File: src/rtl/ctrl_pkg.sv
// Shared definitions for the control_seq_n step sequencer.
//   state_t    : sequencer states (IDLE, RUN, DONE), STATE_W bits wide
//   onehot_bit : one-hot decode helper; bit 'pos' of the select vector for index 'idx'
package ctrl_pkg;

  localparam int STATE_W = 2;

  typedef enum logic [STATE_W-1:0] {
    IDLE = 2'd0,
    RUN  = 2'd1,
    DONE = 2'd2
  } state_t;

  // Used bit-by-bit so the select width can follow NUM_STEPS without a fixed maximum.
  function automatic logic onehot_bit(input int idx, input int pos);
    return (idx == pos);
  endfunction

endpackage

File: src/rtl/control_seq_n_if.sv
// Host/datapath handshake bundle for control_seq_n.
//   start, iter_count, stall, abort                 : host -> sequencer
//   step_sel, step_idx, iter_idx, busy, done, aborted : sequencer -> host/datapath
// master modport is the host side, slave modport is the sequencer.
interface control_seq_n_if #(
  parameter int NUM_STEPS = 3,
  parameter int ITER_W    = 4
);
  localparam int STEP_W = $clog2(NUM_STEPS);

  logic                 start;
  logic [ITER_W-1:0]    iter_count;
  logic                 stall;
  logic                 abort;
  logic [NUM_STEPS-1:0] step_sel;
  logic [STEP_W-1:0]    step_idx;
  logic [ITER_W-1:0]    iter_idx;
  logic                 busy;
  logic                 done;
  logic                 aborted;

  modport master (
    output start, iter_count, stall, abort,
    input  step_sel, step_idx, iter_idx, busy, done, aborted
  );

  modport slave (
    input  start, iter_count, stall, abort,
    output step_sel, step_idx, iter_idx, busy, done, aborted
  );

endinterface

File: src/rtl/ctrl_step_counter.sv
// Step/iteration counter pair for the sequencer.
//   clk, rst_n : clock, async active-low reset
//   en         : advance one step (held low while stalled)
//   clr        : synchronous clear of both counters (wins over en)
//   count      : latched iteration count for the run
//   step_q     : current step index      step_nxt : value it takes at the next edge
//   iter_q     : current iteration index
//   step_tc    : step_q is the last phase
//   iter_tc    : iter_q is the last iteration (count-1)
module ctrl_step_counter #(
  parameter int NUM_STEPS = 3,
  parameter int ITER_W    = 4,
  parameter int STEP_W    = $clog2(NUM_STEPS)
) (
  input  logic              clk,
  input  logic              rst_n,
  input  logic              en,
  input  logic              clr,
  input  logic [ITER_W-1:0] count,
  output logic [STEP_W-1:0] step_q,
  output logic [STEP_W-1:0] step_nxt,
  output logic [ITER_W-1:0] iter_q,
  output logic              step_tc,
  output logic              iter_tc
);

  logic [ITER_W-1:0] iter_nxt;

  assign step_tc = (step_q == STEP_W'(NUM_STEPS - 1));
  // Only evaluated while running, where count >= 1, so count-1 never underflows.
  assign iter_tc = (iter_q == count - ITER_W'(1));

  always_comb begin
    step_nxt = step_q;
    iter_nxt = iter_q;
    if (clr) begin
      step_nxt = '0;
      iter_nxt = '0;
    end else if (en) begin
      if (step_tc) begin
        step_nxt = '0;
        iter_nxt = iter_q + ITER_W'(1);
      end else begin
        step_nxt = step_q + STEP_W'(1);
      end
    end
  end

  always_ff @(posedge clk or negedge rst_n) begin
    if (!rst_n) begin
      step_q <= '0;
      iter_q <= '0;
    end else begin
      step_q <= step_nxt;
      iter_q <= iter_nxt;
    end
  end

endmodule

File: src/rtl/control_seq_n.sv
// Parametrised step sequencer: walks a datapath through NUM_STEPS one-hot
// select phases, repeats that iter_count times per run, then pulses done.
//   clk, rst_n : clock, async active-low reset
//   bus        : control_seq_n_if slave (start/iter_count/stall/abort in,
//                step_sel/step_idx/iter_idx/busy/done/aborted out)
// All outputs come straight from flops.
//
// state | meaning
// IDLE  | waiting for start; outputs quiet
// RUN   | stepping through phases; step_sel one-hot
// DONE  | one-cycle completion, done=1, step_sel=0
module control_seq_n
  import ctrl_pkg::*;
#(
  parameter int NUM_STEPS = 3,
  parameter int ITER_W    = 4
) (
  input logic             clk,
  input logic             rst_n,
  control_seq_n_if.slave  bus
);

  localparam int STEP_W = $clog2(NUM_STEPS);

  state_t               state_q, state_nxt;
  logic [ITER_W-1:0]    count_q;
  logic                 latch_cnt;
  logic                 cnt_en;
  logic                 cnt_clr;
  logic                 abort_hit;
  logic [STEP_W-1:0]    step_q, step_nxt;
  logic [ITER_W-1:0]    iter_q;
  logic                 step_tc, iter_tc;
  logic [NUM_STEPS-1:0] sel_nxt;
  logic [NUM_STEPS-1:0] step_sel_q;
  logic                 busy_q, done_q, aborted_q;

  always_comb begin
    state_nxt = state_q;
    latch_cnt = 1'b0;
    cnt_en    = 1'b0;
    abort_hit = 1'b0;
    case (state_q)
      IDLE: begin
        if (bus.start) begin
          latch_cnt = 1'b1;
          // A zero count skips RUN entirely and still reports completion.
          state_nxt = (bus.iter_count != '0) ? RUN : DONE;
        end
      end
      RUN: begin
        if (bus.abort) begin
          abort_hit = 1'b1;
          state_nxt = IDLE;
        end else if (!bus.stall) begin
          cnt_en = 1'b1;
          if (step_tc && iter_tc) state_nxt = DONE;
        end
      end
      DONE:    state_nxt = IDLE;
      default: state_nxt = IDLE;
    endcase
  end

  // Counters sit at zero whenever we are not running, so step_idx/iter_idx
  // need no extra masking and a new run always starts from phase 0.
  assign cnt_clr = (state_nxt != RUN);

  ctrl_step_counter #(
    .NUM_STEPS (NUM_STEPS),
    .ITER_W    (ITER_W),
    .STEP_W    (STEP_W)
  ) u_step_counter (
    .clk      (clk),
    .rst_n    (rst_n),
    .en       (cnt_en),
    .clr      (cnt_clr),
    .count    (count_q),
    .step_q   (step_q),
    .step_nxt (step_nxt),
    .iter_q   (iter_q),
    .step_tc  (step_tc),
    .iter_tc  (iter_tc)
  );

  // Decode from next-state values so step_sel can be a plain flop aligned with step_idx.
  always_comb begin
    sel_nxt = '0;
    if (state_nxt == RUN) begin
      for (int i = 0; i < NUM_STEPS; i++) begin
        sel_nxt[i] = onehot_bit(int'(step_nxt), i);
      end
    end
  end

  always_ff @(posedge clk or negedge rst_n) begin
    if (!rst_n) begin
      state_q    <= IDLE;
      count_q    <= '0;
      step_sel_q <= '0;
      busy_q     <= 1'b0;
      done_q     <= 1'b0;
      aborted_q  <= 1'b0;
    end else begin
      state_q <= state_nxt;
      if (latch_cnt) count_q <= bus.iter_count;
      step_sel_q <= sel_nxt;
      busy_q     <= (state_nxt != IDLE);
      done_q     <= (state_nxt == DONE);
      aborted_q  <= abort_hit;
    end
  end

  assign bus.step_sel = step_sel_q;
  assign bus.step_idx = step_q;
  assign bus.iter_idx = iter_q;
  assign bus.busy     = busy_q;
  assign bus.done     = done_q;
  assign bus.aborted  = aborted_q;

endmodule

File: src/flat_wrapper.sv
// flat-port wrapper written by rule: the top's interface ports become plain ports
module control_seq_n_flat import ctrl_pkg::*;
#(
  parameter int NUM_STEPS = 3,
  parameter int ITER_W    = 4
)
  (clk, rst_n, bus_start, bus_iter_count, bus_stall, bus_abort, bus_step_sel, bus_step_idx, bus_iter_idx, bus_busy, bus_done, bus_aborted);
  control_seq_n_if #(.NUM_STEPS(NUM_STEPS), .ITER_W(ITER_W)) bus_i ();
  input logic clk;
  input logic rst_n;
  input wire logic [$bits(bus_i.start)-1:0] bus_start;
  input wire logic [$bits(bus_i.iter_count)-1:0] bus_iter_count;
  input wire logic [$bits(bus_i.stall)-1:0] bus_stall;
  input wire logic [$bits(bus_i.abort)-1:0] bus_abort;
  output wire logic [$bits(bus_i.step_sel)-1:0] bus_step_sel;
  output wire logic [$bits(bus_i.step_idx)-1:0] bus_step_idx;
  output wire logic [$bits(bus_i.iter_idx)-1:0] bus_iter_idx;
  output wire logic [$bits(bus_i.busy)-1:0] bus_busy;
  output wire logic [$bits(bus_i.done)-1:0] bus_done;
  output wire logic [$bits(bus_i.aborted)-1:0] bus_aborted;
  assign bus_i.start = bus_start;
  assign bus_i.iter_count = bus_iter_count;
  assign bus_i.stall = bus_stall;
  assign bus_i.abort = bus_abort;
  assign bus_step_sel = bus_i.step_sel;
  assign bus_step_idx = bus_i.step_idx;
  assign bus_iter_idx = bus_i.iter_idx;
  assign bus_busy = bus_i.busy;
  assign bus_done = bus_i.done;
  assign bus_aborted = bus_i.aborted;
  control_seq_n #(.NUM_STEPS(NUM_STEPS), .ITER_W(ITER_W)) u_core (.clk(clk), .rst_n(rst_n), .bus(bus_i));
endmodule
File: config.mk
export PLATFORM = sky130hd
export DESIGN_NAME = control_seq_n_flat
export DESIGN_NICKNAME = d
export VERILOG_FILES = /design/src/rtl/ctrl_pkg.sv /design/src/rtl/control_seq_n_if.sv /design/src/rtl/ctrl_step_counter.sv /design/src/rtl/control_seq_n.sv /design/src/flat_wrapper.sv
export SDC_FILE = /design/constraint.sdc
export NUM_CORES = 1
export LEC_CHECK = 0
export CORE_AREA = 2 2 50 52
export DETAILED_ROUTE_END_ITERATION = 8
export DIE_AREA = 0 0 52 54
export HOLD_SLACK_MARGIN = 0.12
export PLACE_DENSITY_LB_ADDON = 0.12
export SLEW_MARGIN = 20
export SYNTH_ARGS = -nofsm -noshare
export SYNTH_HDL_FRONTEND = slang
export SYNTH_SLANG_ARGS = --single-unit
File: constraint.sdc
create_clock -name clk -period 1.7 [get_ports clk]
set_input_delay 0.425 -clock clk [delete_from_list [all_inputs] [get_ports clk]]
set_output_delay 0.425 -clock clk [all_outputs]
set_load 0.02 [all_outputs]
==> results by group <==
Run status
  – Status: completed

Power
  – Lkg Pwr: 0.000687 uW
  – Pwr dens: 847 nW/um2
  – Total power: 1160 uW
  – IR drop worst, VDD: 482 uV

Place
  – Final HPWL DP: 1340 um
  – Buffers on Ports: 20
  – Post-DP Area: 1270 um2
  – Place WS: -0.299 ns
  – RD Place Congestion: 0.817
  – Placed Cells: 142

Timing
  – Pins Over Slew Limit: 0
  – RSZ-0062 raised after global routing: yes
  – Min Clock Period, post-route: 1.68 ns
  – Final setup margin: 0.0184 ns
  – Setup TNS: 0 ns
  – Fin. Hold Viols: 0
  – Relative slew margins: 77.0%
  – Fin crit share: 98.9%
  – Slew @ Worst Pin: 0.343 ns
  – Clk_skew: 0.00565 ns
  – Fmax: 595 MHz
  – Final setup vio count: 0

Setup path
  – Critical-path top delay cell: or4_4
  – CP cell instances: inv_2 -> ha_4 -> xor2_2 -> nand4b_4 -> or4_4 -> a21oi_1
  – Largest fanout on the critical path: 2
  – CP endpoint kind: flop
  – Crit-path max cell delay: 0.43 ns
  – Crit path DAT: 1.91 ns
  – Type of origin of the critical path: flop
  – Crit path max-delay family: simple AND/OR/NAND/NOR gates
  – Required @ worst endpoint: 1.93 ns
  – Buffer and inverter count on the worst path: 1
  – Kind of critical path: flop to flop

Die
  – Die Area: 2810 um2
  – IO Pins: 21
  – Die H: 54 um
  – Core Box Area: 2320 um2
  – Placement Rows: 18
  – Initial Utilization: 39.4%
  – Width of the chip: 52 um

Detailed routing
  – Total Wirelength: 1930 um
  – Drt drc: 0
  – DR pass1 iterations: 3
  – DR iter-0 viols: 8
  – Post-DR wirelength/cell: 13.0 um
  – Via count: 736
  – Vias per cell: 4.97
  – Detail Route Antenna Nets: 0

Layout
  – ANT cells: 0
  – # fillers: 198
  – Synth-to-layout area growth: 49.8%
  – Final instance area: 1370 um2
  – Layout cell share with drive strength beyond 1: 30.5%
  – Finished Layout Cells: 148
  – Final net count: 130

Clocking
  – Clk Latency, worst-skew pair: 0.30 ns
  – Hold bufs inserted after CTS: 0
  – Worst-case clock buffer depth: 2
  – Htree depth: 1
  – Clock Sink Count: 18
  – CTS tree: yes
  – CTS Buf Count: 3
  – Reg clk slew, reported paths: 0.10 ns
  – Root Buffer: clkbuf_4

Yosys
  – Syn Nets: 92
  – Top FF cell, synth: dfrtp_1
  – Synth area leaders: dfrtp_1 49%, nor3_1 5.5%, xnor2_1 4.8%
  – Post-synth top cells: 18 x dfrtp_1, 10 x nor3_1, 7 x a21oi_1
  – Post-synth top area cell: dfrtp_1
  – Sequential share of the synthesized area: 49.2%
  – Syn Inst Count: 81
  – Top-area cell type share of the netlist area: 49.2%
  – Synth warnings: 0
  – Library cells used by synthesis: 26
  – Count leader, synth: dfrtp_1
  – Synthesized area: 915 um2
  – Ys async rst share: 100%
  – Flops & latches, synth: 18
  – Syn avg cell area: 11.3 um2
  – Number of flops mapped to enable cells by yosys: 0

GRT
  – Remaining Overflow, GRT: 0
  – First-pass GRT wire length: 3330 um
  – Vias in the first global route: 737
  – Largest net degree at the start of global routing: 19
  – Initial antenna violation count: 0
  – GRT Total Usage: 16.4%

Worst hold path
  – Hold Crit Class: primary input to flop

Run
  – Max-cap violations: 0
## placed cells by master (no fill, tap or decap), types with 2 or more instances in the layout
master,n
a21oi_1,7
buf_4,12
clkbuf_4,3
clkdlybuf4s50_1,8
dfrtp_1,18
dlygate4sd2_1,6
dlymetal6s2s_1,6
inv_2,2
mux2_2,2
nand2_1,4
nand2b_1,3
nand3_1,2
nor2_1,4
nor3_1,9
nor3_2,2
o21ai_0,3
xnor2_1,3
xnor2_2,2
xor2_1,4
## worst min-delay path: stages
cell and delay (ns):
dlymetal6s2s_1 0.12, nand2_1 0.05, o21ai_0 0.06
## area by class of cell
class	instances	area [um2]	area share, %
clock buffers	4	36.3	2.65
inverters	2	7.51	0.548
flip-flops and latches	18	450	32.9
repair buffers	34	329	24.0
multi-input cells	60	509	37.2
well taps	30	37.5	2.74
## power by group
| group | internal [uW] | total [uW] | switching (uW) | leakage [uW] |
|---|---|---|---|---|
| logic | 203 | 386 | 183 | 0.000429 |
| registers | 471 | 503 | 32.6 | 0.000237 |
| clock network | 131 | 271 | 140 | 0.0000210 |
## final timing paths
| kind | to | from | slack [ns] | depth (start not counted) |
|---|---|---|---|---|
| worst max-delay path | u_core.bus.done | u_core.count_q[0] | 0.02 | 6 |
| worst min-delay path | u_core.count_q[0] | bus_iter_count[0] | 0.39 | 3 |
| worst max register to register | u_core.bus.done | u_core.count_q[0] | 0.02 | 6 |
| worst min register to register | u_core.count_q[3] | u_core.count_q[3] | 0.55 | 1 |
| max in group asynchronous | u_core.u_step_counter.iter_q[3] | rst_n | 1.06 | 2 |
| min in group asynchronous | u_core.bus.step_sel[0] | rst_n | 0.44 | 2 |
## sequential cells by signal, summed over array words and instances, names as in the netlist
| signal | cells |
|---|---|
| u_core.bus.aborted | 1 |
| u_core.bus.busy | 1 |
| u_core.bus.done | 1 |
| u_core.bus.step_sel | 3 |
| u_core.count_q | 4 |
| u_core.state_q | 2 |
| u_core.u_step_counter.iter_q | 4 |
| u_core.u_step_counter.step_q | 2 |
## stage by stage
stage / util (%) / hold slack, ns
after floorplan: - / 0.129
after global placement: 54.8 / 0.526
after detailed placement: 54.8 / 0.530
after CTS: 56.2 / 0.455
after global routing: 59.1 / 0.403
final: 59.1 / 0.389
## cell families (layout without fill, tap and decap cells)
family          after synthesis  after routing  synth area share (%)
buf+inv                       3             40                  1.23
compound gates               10             10                  5.47
simple gates                 35             35                  28.2
fa+ha+maj                     2              2                  2.74
xor+xnor                     10             10                  9.58
mux                           3              3                  3.56
flops                        18             18                  49.2
## metal layers
metal  GRT usage (%)  wire, um
met1            22.1       911
met2            25.7       910
met3            2.50        66
met4            7.89        40
met5               0         0
## what timing repair did
item,4_1_cts,5_1_grt
cloned,0,1
hold endpoints to repair,0,0
setup buffers,0,1
resized for setup,8,13
pin swaps,0,4
setup endpoints to repair,8,14
Power figures use the tool's default switching activity.
